--- src/rtl/instruction_fetch.sv ---
// Instruction fetch unit: program counter, instruction-memory address, and a one-entry output register to decode.
// Optional `FETCH_ZERO_HALT_EN: when defined, an all-zero instruction word marks end-of-program.
module instruction_fetch #(
   parameter logic [31:0] RESET_PC  = 32'h0000_0000,
   parameter int unsigned MEM_WORDS = 1280
) (
   input  logic        clk,
   input  logic        rst_n,
   output logic [31:0] address,
   input  logic [31:0] instruction,
   output logic        fetch_valid,
   output logic [31:0] fetch_instr,
   output logic [31:0] fetch_pc,
   input  logic        fetch_ready,
   input  logic        redirect_valid,
   input  logic [31:0] redirect_pc,
   output logic        halted,
   output logic        fault
);

   typedef enum logic {ST_RUN = 1'b0, ST_HALT = 1'b1} state_t;

   localparam logic [31:0] LP_MEM_WORDS = MEM_WORDS;

   state_t      r_state;
   logic [31:0] r_pc;
   logic        r_valid;
   logic [31:0] r_instr;
   logic [31:0] r_fetch_pc;
   logic        r_fault;

   logic [31:0] w_pc_word;
   logic [31:0] w_redirect_target;
   logic        w_out_of_range;
   logic        w_end_of_program;
   logic        w_slot_free;
   logic        w_consume;

   assign w_pc_word         = {2'b00, r_pc[31:2]};
   assign w_redirect_target = redirect_pc & 32'hFFFF_FFFC;
   assign w_out_of_range    = (w_pc_word >= LP_MEM_WORDS);
   assign w_slot_free       = !r_valid || fetch_ready;
   assign w_consume         = r_valid && fetch_ready;

`ifdef FETCH_ZERO_HALT_EN
   assign w_end_of_program = (instruction == 32'h0000_0000);
`else
   assign w_end_of_program = 1'b0;
`endif

   // Halt detection does not wait for a free output slot; a pending output is still drained in HALT.
   always_ff @(posedge clk or negedge rst_n) begin
      if (!rst_n) begin
         r_state    <= ST_RUN;
         r_pc       <= RESET_PC;
         r_valid    <= 1'b0;
         r_instr    <= 32'h0000_0000;
         r_fetch_pc <= 32'h0000_0000;
         r_fault    <= 1'b0;
      end else if (redirect_valid) begin
         r_state <= ST_RUN;
         r_pc    <= w_redirect_target;
         r_valid <= 1'b0;
         r_fault <= 1'b0;
      end else begin
         if (w_consume) begin
            r_valid <= 1'b0;
         end
         if (r_state == ST_RUN) begin
            if (w_out_of_range) begin
               r_state <= ST_HALT;
               r_fault <= 1'b1;
            end else if (w_end_of_program) begin
               r_state <= ST_HALT;
            end else if (w_slot_free) begin
               r_instr    <= instruction;
               r_fetch_pc <= r_pc;
               r_valid    <= 1'b1;
               r_pc       <= r_pc + 32'd4;
            end
         end
      end
   end

   assign address     = r_pc;
   assign fetch_valid = r_valid;
   assign fetch_instr = r_instr;
   assign fetch_pc    = r_fetch_pc;
   assign halted      = (r_state == ST_HALT);
   assign fault       = r_fault;

endmodule

--- config.mk ---
export PLATFORM = sky130hd
export DESIGN_NAME = instruction_fetch
export DESIGN_NICKNAME = d
export VERILOG_FILES = /design/src/rtl/instruction_fetch.sv
export SDC_FILE = /design/constraint.sdc
export NUM_CORES = 1
export LEC_CHECK = 0
export BUFFER_PORTS_ARGS = -buffer_cell sky130_fd_sc_hd__buf_2
export CORE_ASPECT_RATIO = 1.25
export CORE_MARGIN = 2
export CORE_UTILIZATION = 43
export CTS_CLUSTER_DIAMETER = 60
export DETAILED_ROUTE_END_ITERATION = 10
export MAX_ROUTING_LAYER = met4
export PLACE_DENSITY = 0.84
export RECOVER_POWER = 100
export SLEW_MARGIN = 20
export SYNTH_ARGS = -nofsm -noshare
export SYNTH_HDL_FRONTEND = slang
export SYNTH_SLANG_ARGS = --single-unit
--- constraint.sdc ---
create_clock -name clk -period 2 [get_ports clk]
set_input_delay 0.3 -clock clk [delete_from_list [all_inputs] [get_ports clk]]
set_output_delay 0.3 -clock clk [all_outputs]
set_load 0.005 [all_outputs]
* After elaboration in Yosys (flattened, before gate mapping)
Index checks and enable logic that the tools add are counted.
** Storage, ports and cells
- Bits in registers :: 99
- Bits of input ports :: 68
- Output and inout port bits :: 99
- Logic and storage cells :: 36
** Operators by class
- Add/subtract/negate cells :: 1
- $lt $le $gt $ge :: 1
- Equality and inequality tests :: 2
- Mux-type cells :: 15
- Bitwise logic cells :: 3
- Reduce and logical (&&, ||, !) cells :: 8
** Operators with widths (number)
- $mux W32 :: 4
- $add A32 B3 Y32 const B :: 1
- $ge A30 B11 Y1 const B :: 1
- $mux W1 :: 11
- $ne A2 B2 Y1 const B :: 2
- $reduce_and A4 Y1 :: 1
- $reduce_bool A2 Y1 :: 2
- $not A1 Y1 :: 3
- $reduce_and A3 Y1 :: 1
- $reduce_and A2 Y1 :: 1
- $logic_and A1 B1 Y1 :: 1
- $logic_not A1 Y1 :: 1
- $logic_or A1 B1 Y1 :: 1

* Depth between registers and ports, before layout
- Word-level depth :: 6
- Gate-level depth with buffers :: 5
- Mapped depth without buffers :: 5

* Worst setup path after synthesis
OpenSTA, ideal clock, no wires.
- Path kind :: register to register
- From :: register r_pc[19], in the netlist address[19]
- To :: register r_instr[8], in the netlist fetch_instr[8]
- Setup time :: 0.128 ns
- Arrival :: 1.921 ns
- Data required time :: 1.872 ns
- Path slack :: -0.049 ns
- Cell stages (with the launch flop) :: 6
- Path buffers :: 1
- Clock period less this slack :: 2.049 ns
- Path through :: dfrtp_1 > nor4_2 > nand4_1 > nor3_4 > buf_2 > mux2_1
** Between the ends
- Word-level cells in the longest chain between the ends :: 3
** Ends and longest elaborated chain
- start: declaration :: line 26 : logic [31:0] r_pc;
- start signal: assignment :: line 62 : r_pc <= w_redirect_target;
- start signal: assignment :: line 79 : r_pc <= r_pc + 32'd4;
- $ge A30 B11 Y1 :: line 41 : assign w_out_of_range = (w_pc_word >= LP_MEM_WORDS);
- $not A1 Y1 (no line)
- $reduce_and A4 Y1 (no line)
- end signal: assignment :: line 76 : r_instr <= instruction;
- end: declaration :: line 28 : logic [31:0] r_instr;
Every way passes these cells.
A chain may end at the register's enable or synchronous reset.

* Worst setup path in the final report
- From :: register r_pc[27], in the netlist address[27]
- To :: register r_instr[17], in the netlist fetch_instr[17]
Same word-level chain as after synthesis.

==> results.md <==
* Yosys top cell area share at 0.6051
* Layout area overhead at 39.71%
* Starting density of the core at 0.4352
* Peak supply drop at 0.0004488 V
* R2R Setup Slk at 0.05 ns
* Critical Path End Type: register
* Yosys cell types at 37
* Static Leak at 2.748 nW
* CTS tree: done
* Design Area, Final at 5489 µm²
* Routed WL at 9.558 mm
* Post-route ant nets at 0
* Multi-input combinational cell area at 1574 µm²
* Initial antenna violation count at 0
* WP data required at 2.22 ns
* Crit path from: address[27]$_DFFE_PN0P_
* Crit path buf inv count at 2
* Status: finished clean
* Avg WL per Cell at 15.77 µm
* Crit-path cells: nor4_4, nand4_1, nor3_4, buf_6, clkbuf_16, mux2_1
* Final hold slack at 0.1718 ns
* FF-to-FF Start: address[27]$_DFFE_PN0P_
* H-tree depth at 3
* Class of the worst hold path: in -> reg
* CTS max path bufs at 2
* Gate Count Post-Synth at 293
* Avg Cell Area, Syn at 13.41 µm²
* R2R depth at 6
* Max cap viols at 0
* Slew HR at 0.2016
* Most frequent cells after synthesis: dfrtp_1, mux2_1, nor2b_1
* CP max stage cell: dfrtp_1
* DRC viols at 0
* First-pass GRT wire length at 14.33 mm
* Final hold vios at 0
* Die span in y at 110.9 µm
* Fill cells at 753
* Most frequent cell after synthesis: dfrtp_1
* Most frequently used flop master after synthesis: dfrtp_1
* Dominant cell type by area after synthesis: dfrtp_1
* Synth area leaders: dfrtp_1, mux2_1, mux2_2, nor2b_1, nand4_1
* Root buffer cell: clkbuf_16
* Cell Area, Synth at 3929 µm²
* Inserted Clock Buffers at 9
* Vias in the first global route at 3050
* Setup CP Type: reg -> reg
* Register area share after synthesis at 0.6051
* Min Clock Period, post-route at 1.946 ns
* Final net count at 548
* Startpoint class of the critical path: register
* Vias at 3087
* Later-pin clock latency in the skew report at 0.34 ns
* GRT Total Usage at 0.1903
* Share of cells above drive strength 1 at 0.4286
* Placement Cell Area at 4974 µm²
* Clock transition at path regs at 0.07 ns
* RSZ-0062 raised after global routing: yes
* Post-synth EDFFs at 0
* DP HPWL at 6.596 mm
* Worst r2r dst: fetch_instr[17]$_DFFE_PN0P_
* Port Buf Inserts at 160
* Largest net degree at the start of global routing at 51
* Fmax at 514.0 MHz
* Cell family with most CP delay: simple AND/OR/NAND/NOR gates
* Setup crit end: fetch_instr[17]$_DFFE_PN0P_
* I/O pins at 167
* Clock skew at 0.006647 ns
* Total grt overflow at 0
* Crit share post-route at 0.9728
* DR pass1 iterations at 4
* Core Region at 9027 µm²
* Clock Sinks at 95
* Register area at 2377 µm²
* GPL Wtd Cong at 0.8604
* Row cnt at 39
* DR vias/cell at 5.094
* Slew of the pin with the lowest slew margin at 1.198 ns
* # diodes at 0
* CP max stage delay at 0.41 ns
* Worst path arrival time at 2.16 ns
* Power after layout at 0.004322 W
* DRC marker count from the first detailed-route iteration at 142
* CP Depth at 6
* Yosys warning total at 0
* Die width at 89.50 µm
* Die area at 9922 µm²
* #FFs+latches synth at 95
* CP Max Fanout at 9
* Final core utilization at 0.6080
* Final Max Tran Viols at 0
* Ys async rst share at 1.000
* Hold path depth at 2
* Pwr per Cell Area at 787.4 nW/µm²
* # setup viols final at 0
[cells by family after synthesis]
| kind of cell | after synthesis | share of synthesized area |
|---|---|---|
| flip-flops | 95 | 0.6051 |
| AND/OR/NAND/NOR | 85 | 0.1354 |
| multiplexers | 62 | 0.1777 |
| AO/OA/AOI/OAI | 25 | 0.04459 |
| buffers and inverters | 23 | 0.02994 |
| adder cells (fa/ha/maj) | 2 | 0.006368 |
| other | 1 | 0.0009545 |
[repair_timing]
item | 4_1_cts | 5_1_grt
hold endpoints to repair | 7 | 0
hold buffers | 1 | 0
gates cloned | 1 | 3
endpoints found under the setup margin | 57 | 65
pin swaps | 3 | 4
buffers inserted | 3 | 1
resized for setup | 4 | 31
[stage by stage]
step	cells	setup TNS, ns	setup slack, ns
after floorplan	296	-1.214	-0.04637
after global placement	581	-0.09594	-0.007944
after detailed placement	581	-3.118	-0.07805
after CTS	602	0	0.001805
after global routing	606	-0.2566	-0.02689
final	606	0	0.05433
[worst min-delay path by stage]
stage / startpoint / endpoint
2_1_floorplan: rst_n / address[10]$_DFFE_PN0P_
3_3_place_gp: rst_n / address[16]$_DFFE_PN0P_
3_5_place_dp: rst_n / address[22]$_DFFE_PN0P_
4_1_cts: instruction[30] / fetch_instr[30]$_DFFE_PN0P_
5_1_grt: instruction[30] / fetch_instr[30]$_DFFE_PN0P_
6_report: instruction[30] / fetch_instr[30]$_DFFE_PN0P_
[report_power, final]
group / total, W / internal (W) / switching, W
combinational: 0.000385 / 0.000192 / 0.000192
clock: 0.00187 / 0.00111 / 0.000752
sequential: 0.00207 / 0.00199 / 0.0000847
total: 0.00432 / 0.00329 / 0.00103
[state kept, by name (all words and copies together), names as in the netlist]
register / flops
fetch_instr: 32
fetch_pc: 30
address: 30
halted: 1
fault: 1
fetch_valid: 1
[routing by layer]
metal	vias to the layer above	track usage	part of all wire
li1	1429	-	-
met1	1503	0.2335	0.41
met2	135	0.3017	0.50
met3	20	0.02978	0.058
met4	0	0.09353	0.027
met5	-	-	0
[area by class of cell]
cell class | count | area share
Sequential cell | 95 | 0.4331
Multi-Input combinational cell | 178 | 0.2868
Timing Repair Buffer | 189 | 0.1887
Clock buffer | 9 | 0.04103
Tap cell | 123 | 0.02804
Clock inverter | 7 | 0.01892
Inverter | 5 | 0.003419
[cell usage in the layout (no fill, tap or decap), types with 3 or more instances in the layout]
master and n:
nand4_1 11, mux2_2 19, clkbuf_1 47, a22oi_1 4, dfrtp_1 95, buf_2 116, o31ai_1 7, or4_1 5
nor4_4 3, a21oi_1 3, buf_6 6, inv_6 3, nand2_1 8, a31oi_1 3, nor2_1 4, clkbuf_4 3
mux2_4 25, nor2b_1 25, nand3_1 11, nor3_1 5, buf_4 9, conb_1 4, clkbuf_16 11, inv_1 5
mux2_1 18
No activity file was read; power rests on OpenSTA's default activity.
